[src/rtl/ides1p3_wordalign.sv]
// SDR input deserializer: captures D on enabled SCLK edges, assembles W-bit words MSB-first,
// supports one-bit-per-cycle word slip (ALIGNWD) and training lock. Option: IDES_META_SYNC_EN.

module ides1p3_gsr (
    output logic GSRNET
);
    // Behavioural stand-in for the device-wide reset net; idle high.
    assign GSRNET = 1'b1;
endmodule

module ides1p3_wordalign #(
    parameter int             W         = 4,
    parameter logic [W-1:0]   TRAIN_PAT = 4'b1100,
    parameter int             LOCK_CNT  = 4,
    parameter                 GSR       = "ENABLED"
) (
    input  logic         SCLK,
    input  logic         RSTN,
    input  logic         D,
    input  logic         SP,
    input  logic         ALIGNWD,
    output logic [W-1:0] Q,
    output logic         VALID,
    output logic         LOCKED
);

    localparam int             CW       = $clog2(W);
    localparam logic [CW-1:0]  CNT_LAST = CW'(W - 1);
    localparam logic [3:0]     LOCK_MAX = 4'(LOCK_CNT);

    logic          rstn_int;
    logic          din;
    logic [W-1:0]  sr;
    logic [CW-1:0] cnt;
    logic [3:0]    mcnt;
    logic [W-1:0]  word_nxt;
    logic          word_done;

    generate
        if (GSR == "ENABLED") begin : g_gsr
            logic gsrnet;
            ides1p3_gsr GSR_INST (.GSRNET(gsrnet));
            assign rstn_int = RSTN & gsrnet;
        end else begin : g_nogsr
            assign rstn_int = RSTN;
        end
    endgenerate

    // Saturating increment of the training-match counter.
    function automatic logic [3:0] sat_inc(input logic [3:0] m);
        logic [4:0] n;
        n = {1'b0, m} + 5'd1;
        if (n >= {1'b0, LOCK_MAX})
            return LOCK_MAX;
        return n[3:0];
    endfunction

`ifdef IDES_META_SYNC_EN
    logic d_p0, d_p1;

    // Stage p0/p1: free-running two-flop synchronizer on the pad input.
    always_ff @(posedge SCLK or negedge rstn_int) begin
        if (!rstn_int) begin
            d_p0 <= 1'b0;
            d_p1 <= 1'b0;
        end else begin
            d_p0 <= D;
            d_p1 <= d_p0;
        end
    end

    assign din = d_p1;
`else
    assign din = D;
`endif

    assign word_nxt  = {sr[W-2:0], din};
    assign word_done = SP && !ALIGNWD && (cnt == CNT_LAST);

    // Capture stage: shift, phase count, word output and lock tracking.
    always_ff @(posedge SCLK or negedge rstn_int) begin
        if (!rstn_int) begin
            sr     <= '0;
            cnt    <= '0;
            Q      <= '0;
            VALID  <= 1'b0;
            LOCKED <= 1'b0;
            mcnt   <= '0;
        end else begin
            VALID <= 1'b0;
            if (SP) begin
                sr <= word_nxt;
                // A slip cycle still shifts but freezes the phase, moving the boundary one bit later.
                if (!ALIGNWD)
                    cnt <= (cnt == CNT_LAST) ? '0 : cnt + 1'b1;
            end
            if (word_done) begin
                Q     <= word_nxt;
                VALID <= 1'b1;
                if (word_nxt == TRAIN_PAT) begin
                    mcnt <= sat_inc(mcnt);
                    if (sat_inc(mcnt) == LOCK_MAX)
                        LOCKED <= 1'b1;
                end else begin
                    mcnt   <= '0;
                    LOCKED <= 1'b0;
                end
            end
        end
    end

endmodule

[config.mk]
export PLATFORM = sky130hd
export DESIGN_NAME = ides1p3_wordalign
export DESIGN_NICKNAME = d
export VERILOG_FILES = /design/src/rtl/ides1p3_wordalign.sv
export SDC_FILE = /design/constraint.sdc
export NUM_CORES = 1
export LEC_CHECK = 0
export CORE_UTILIZATION = 45
export DETAILED_ROUTE_END_ITERATION = 8
export MAX_ROUTING_LAYER = met4
export PLACE_DENSITY = 0.76
export REMOVE_ABC_BUFFERS = 1
export SLEW_MARGIN = 20
export SYNTH_ARGS = -nofsm -noshare
export SYNTH_HDL_FRONTEND = slang
export SYNTH_SLANG_ARGS = --single-unit
export TNS_END_PERCENT = 5
[constraint.sdc]
create_clock -name SCLK -period 1.54 [get_ports SCLK]
set_clock_uncertainty 0.15 [all_clocks]
set_input_delay 0.231 -clock SCLK [delete_from_list [all_inputs] [get_ports SCLK]]
set_output_delay 0.231 -clock SCLK [all_outputs]
set_load 0.01 [all_outputs]
==> results.py, run 1 <==
metrics = {
    "cells_and_area": {
        "fin_nets": 88,
        "area_growth_pct": 28.0,
        "nFillCells": 112,
        "antenna_cells": 0,
        "design_area_um2": 841,
        "drive_gt1_share_pct": 24.1,
        "postLayoutCoreUtil_pct": 63.0,
    },
    "die": {
        "coreArea_um2": 1330,
        "fp-row-count": 13,
        "dieArea_um2": 1620,
        "start_util_pct": 49.2,
        "top_level_ports": 11,
        "die_w_um": 40.2,
        "die_h_um": 40.2,
    },
    "logic_synthesis": {
        "synthTopCellsByArea": "dfrtp_1, mux2_2, nand2_1",
        "ys_seq_area_share_pct": 57.1,
        "synth_common_cells": "dfrtp_1, nand2_1, mux2_2",
        "synth_area_um2": 657,
        "avgSynthCellArea_um2": 11.1,
        "yosys_warnings": 0,
        "synth_top_area_share_pct": 57.1,
        "synth_edf_count": 0,
        "ys.flop_type": "dfrtp_1",
        "synth_cell_types": 19,
        "postSynthCellCount": 59,
        "ys_ff_latch": 15,
        "synth.largest_area_cell": "dfrtp_1",
        "async_reset_ff_share_pct": 100,
    },
    "sta": {
        "fin_ws_ps": 124,
        "fin_crit_sh_pct": 92.0,
        "maxSlewViolCount": 0,
        "fin_tns_setup_ps": 0,
        "whs_ps": 99.7,
        "fmax_ghz": 0.706,
        "period_needed_ps": 1420,
        "hold_violations": 0,
        "finalSetupViolCount": 0,
        "max-slew-margin-rel_pct": 85.4,
        "tightest_slew_ps": 217,
        "rsz0062_at_grt": "false",
    },
    "cts": {
        "hold_buffers": 0,
        "clk_path_buf_depth": 2,
        "cts.sinks": 15,
        "path_clk_slew_ps": 90,
        "root_buffer": "clkbuf_4",
        "cts_tree": "yes",
        "numCtsBuffers": 3,
        "cts.htree.levels": 1,
        "insertion_delay_ps": 290,
    },
    "grt": {
        "gr-total-overflow": 0,
        "grt_usage_pct": 19.1,
        "grt_max_degree": 16,
        "grt_antenna_before_repair": 0,
        "grt_pass1_vias": 466,
        "grt_pass1_wl_um": 1870,
    },
    "critical_path": {
        "cp_slowest_cell": "dfrtp_1",
        "path_cells": "ha_1 > nor2_1 > a21oi_1 > o21ai_0 > a22oi_1",
        "crit_start": "mcnt[0]",
        "path_max_fanout": 5,
        "crit_end": "LOCKED",
        "r2r-end": "LOCKED",
        "critPathMaxStageDelay_ps": 430,
        "r2r-start": "mcnt[0]",
        "crit_cells": 5,
        "required_ps": 1550,
        "reg2reg_depth": 5,
        "path_buf_inv": 0,
        "regToRegSetupSlack_ps": 120,
        "arrival_ps": 1430,
        "crit_path_end_kind": "flop",
        "crit_type": "flop to flop",
        "crit_path_start_kind": "flop",
        "crit_family": "flip-flops",
    },
    "route": {
        "first_iter_violations": 15,
        "postRouteAntennaNets": 0,
        "postRouteWirelength_um": 1160,
        "vias_per_cell": 4.98,
        "vias": 468,
        "firstDrtPassIters": 4,
        "drc_errors": 0,
        "route.detailed.wl_per_inst_um": 12.3,
    },
    "place": {
        "place_ws_ps": -105,
        "place_area_um2": 817,
        "dp_hpwl_um": 913,
        "port_buffers": 10,
        "finalWeightedCongestion": 0.851,
    },
    "status": {
        "status": "completed",
    },
    "pwr": {
        "p_leak_uw": 0.000445,
        "ir_drop_mv": 0.812,
        "power.density_nw_per_um2": 1360,
    },
    "worst_hold_path": {
        "worstHoldPathType": "primary input to asynchronous set/reset pin",
    },
    "flow_run": {
        "cap_violations": 0,
    },
}
## cells in the final DEF, fill, tap and decap left out, drive strengths merged
cell type      netlist  routed
nand2               16      16
dfrtp               15      15
buf                  1       7
mux2                 5       5
dlygate4sd2          0       5
nor2                 4       4
clkdlybuf4s50        0       4
o21ai                3       3
ha                   3       3
clkbuf               0       3
clkinv               1       2
nand3                2       2
and2b                1       1
a21boi               1       1
a21oi                1       1
nand4bb              1       1
o31ai                1       1
a21o                 1       1
inv                  1       1
a22oi                1       1
and2                 1       1
dlymetal6s2s         0       1
## report_power, final
part,switching (uW),internal (uW)
combinational,162,180
clock,124,96.5
sequential,74.9,506
total,360,783
## registers in the layout, summed over array words and instances, names as in the netlist
signal and count:
Q 4, LOCKED 1, cnt 2, mcnt 4, sr 3, VALID 1
## per-layer routing
layer / up-vias / part of all wire [%] / GRT usage (%)
met1: 217 / 45 / 20.8
met4: 0 / 3.1 / 14.2
met2: 12 / 48 / 31.0
li1: 234 / - / -
met3: 5 / 3.6 / 3.33
met5: - / 0 / -
## logic make-up after synthesis
group	count (synthesis)	share of synthesized area, %
multiplexers	5	8.57
flip-flops	15	57.1
buffers and inverters	3	3.05
AND/OR/NAND/NOR	25	17.1
AO/OA/AOI/OAI	8	8.38
adder cells (fa/ha/maj)	3	5.71
## per-stage QoR
stage,power [uW],cells
2_1_floorplan,754,58
3_3_place_gp,953,90
3_5_place_dp,983,90
4_1_cts,1150,94
5_1_grt,1220,94
6_report,1140,94
## cell type report
cell class / count / area, um^2 / share of cell area [%]
Clock inverter: 1 / 5.00 / 0.595
Tap cell: 15 / 18.8 / 2.23
Timing Repair Buffer: 17 / 149 / 17.7
Inverter: 2 / 8.76 / 1.04
Clock buffer: 3 / 22.5 / 2.68
Sequential cell: 15 / 375 / 44.6
Multi-Input combinational cell: 41 / 262 / 31.1
## repair_timing
item / 4_1_cts / 5_1_grt
setup endpoints to repair: 5 / 1
setup buffers: 0 / 0
resized for setup: 5 / 1
cloned: 0 / 0
## worst min-delay path by stage
stage / start / to / slack, ps / depth (start not counted)
6_report: RSTN / Q[2] / 100 / 2
5_1_grt: RSTN / Q[2] / 120 / 2
4_1_cts: RSTN / Q[3] / 110 / 2
3_5_place_dp: Q[2] / Q[2] / 310 / 2
3_3_place_gp: Q[2] / Q[2] / 310 / 2
2_1_floorplan: RSTN / LOCKED / -210 / 0
(Power assumes the default switching activity.)
==> run 2, diff against run 1 <==
--- a/config.mk
+++ b/config.mk
@@ -6,6 +6,7 @@
 export NUM_CORES = 1
 export LEC_CHECK = 0
 export CORE_UTILIZATION = 45
+export CTS_CLUSTER_DIAMETER = 50
 export DETAILED_ROUTE_END_ITERATION = 8
 export MAX_ROUTING_LAYER = met4
 export PLACE_DENSITY = 0.76
==> results of run 2 <==
Same layout as run 1: the final DEF is identical, and so are final timing and power.
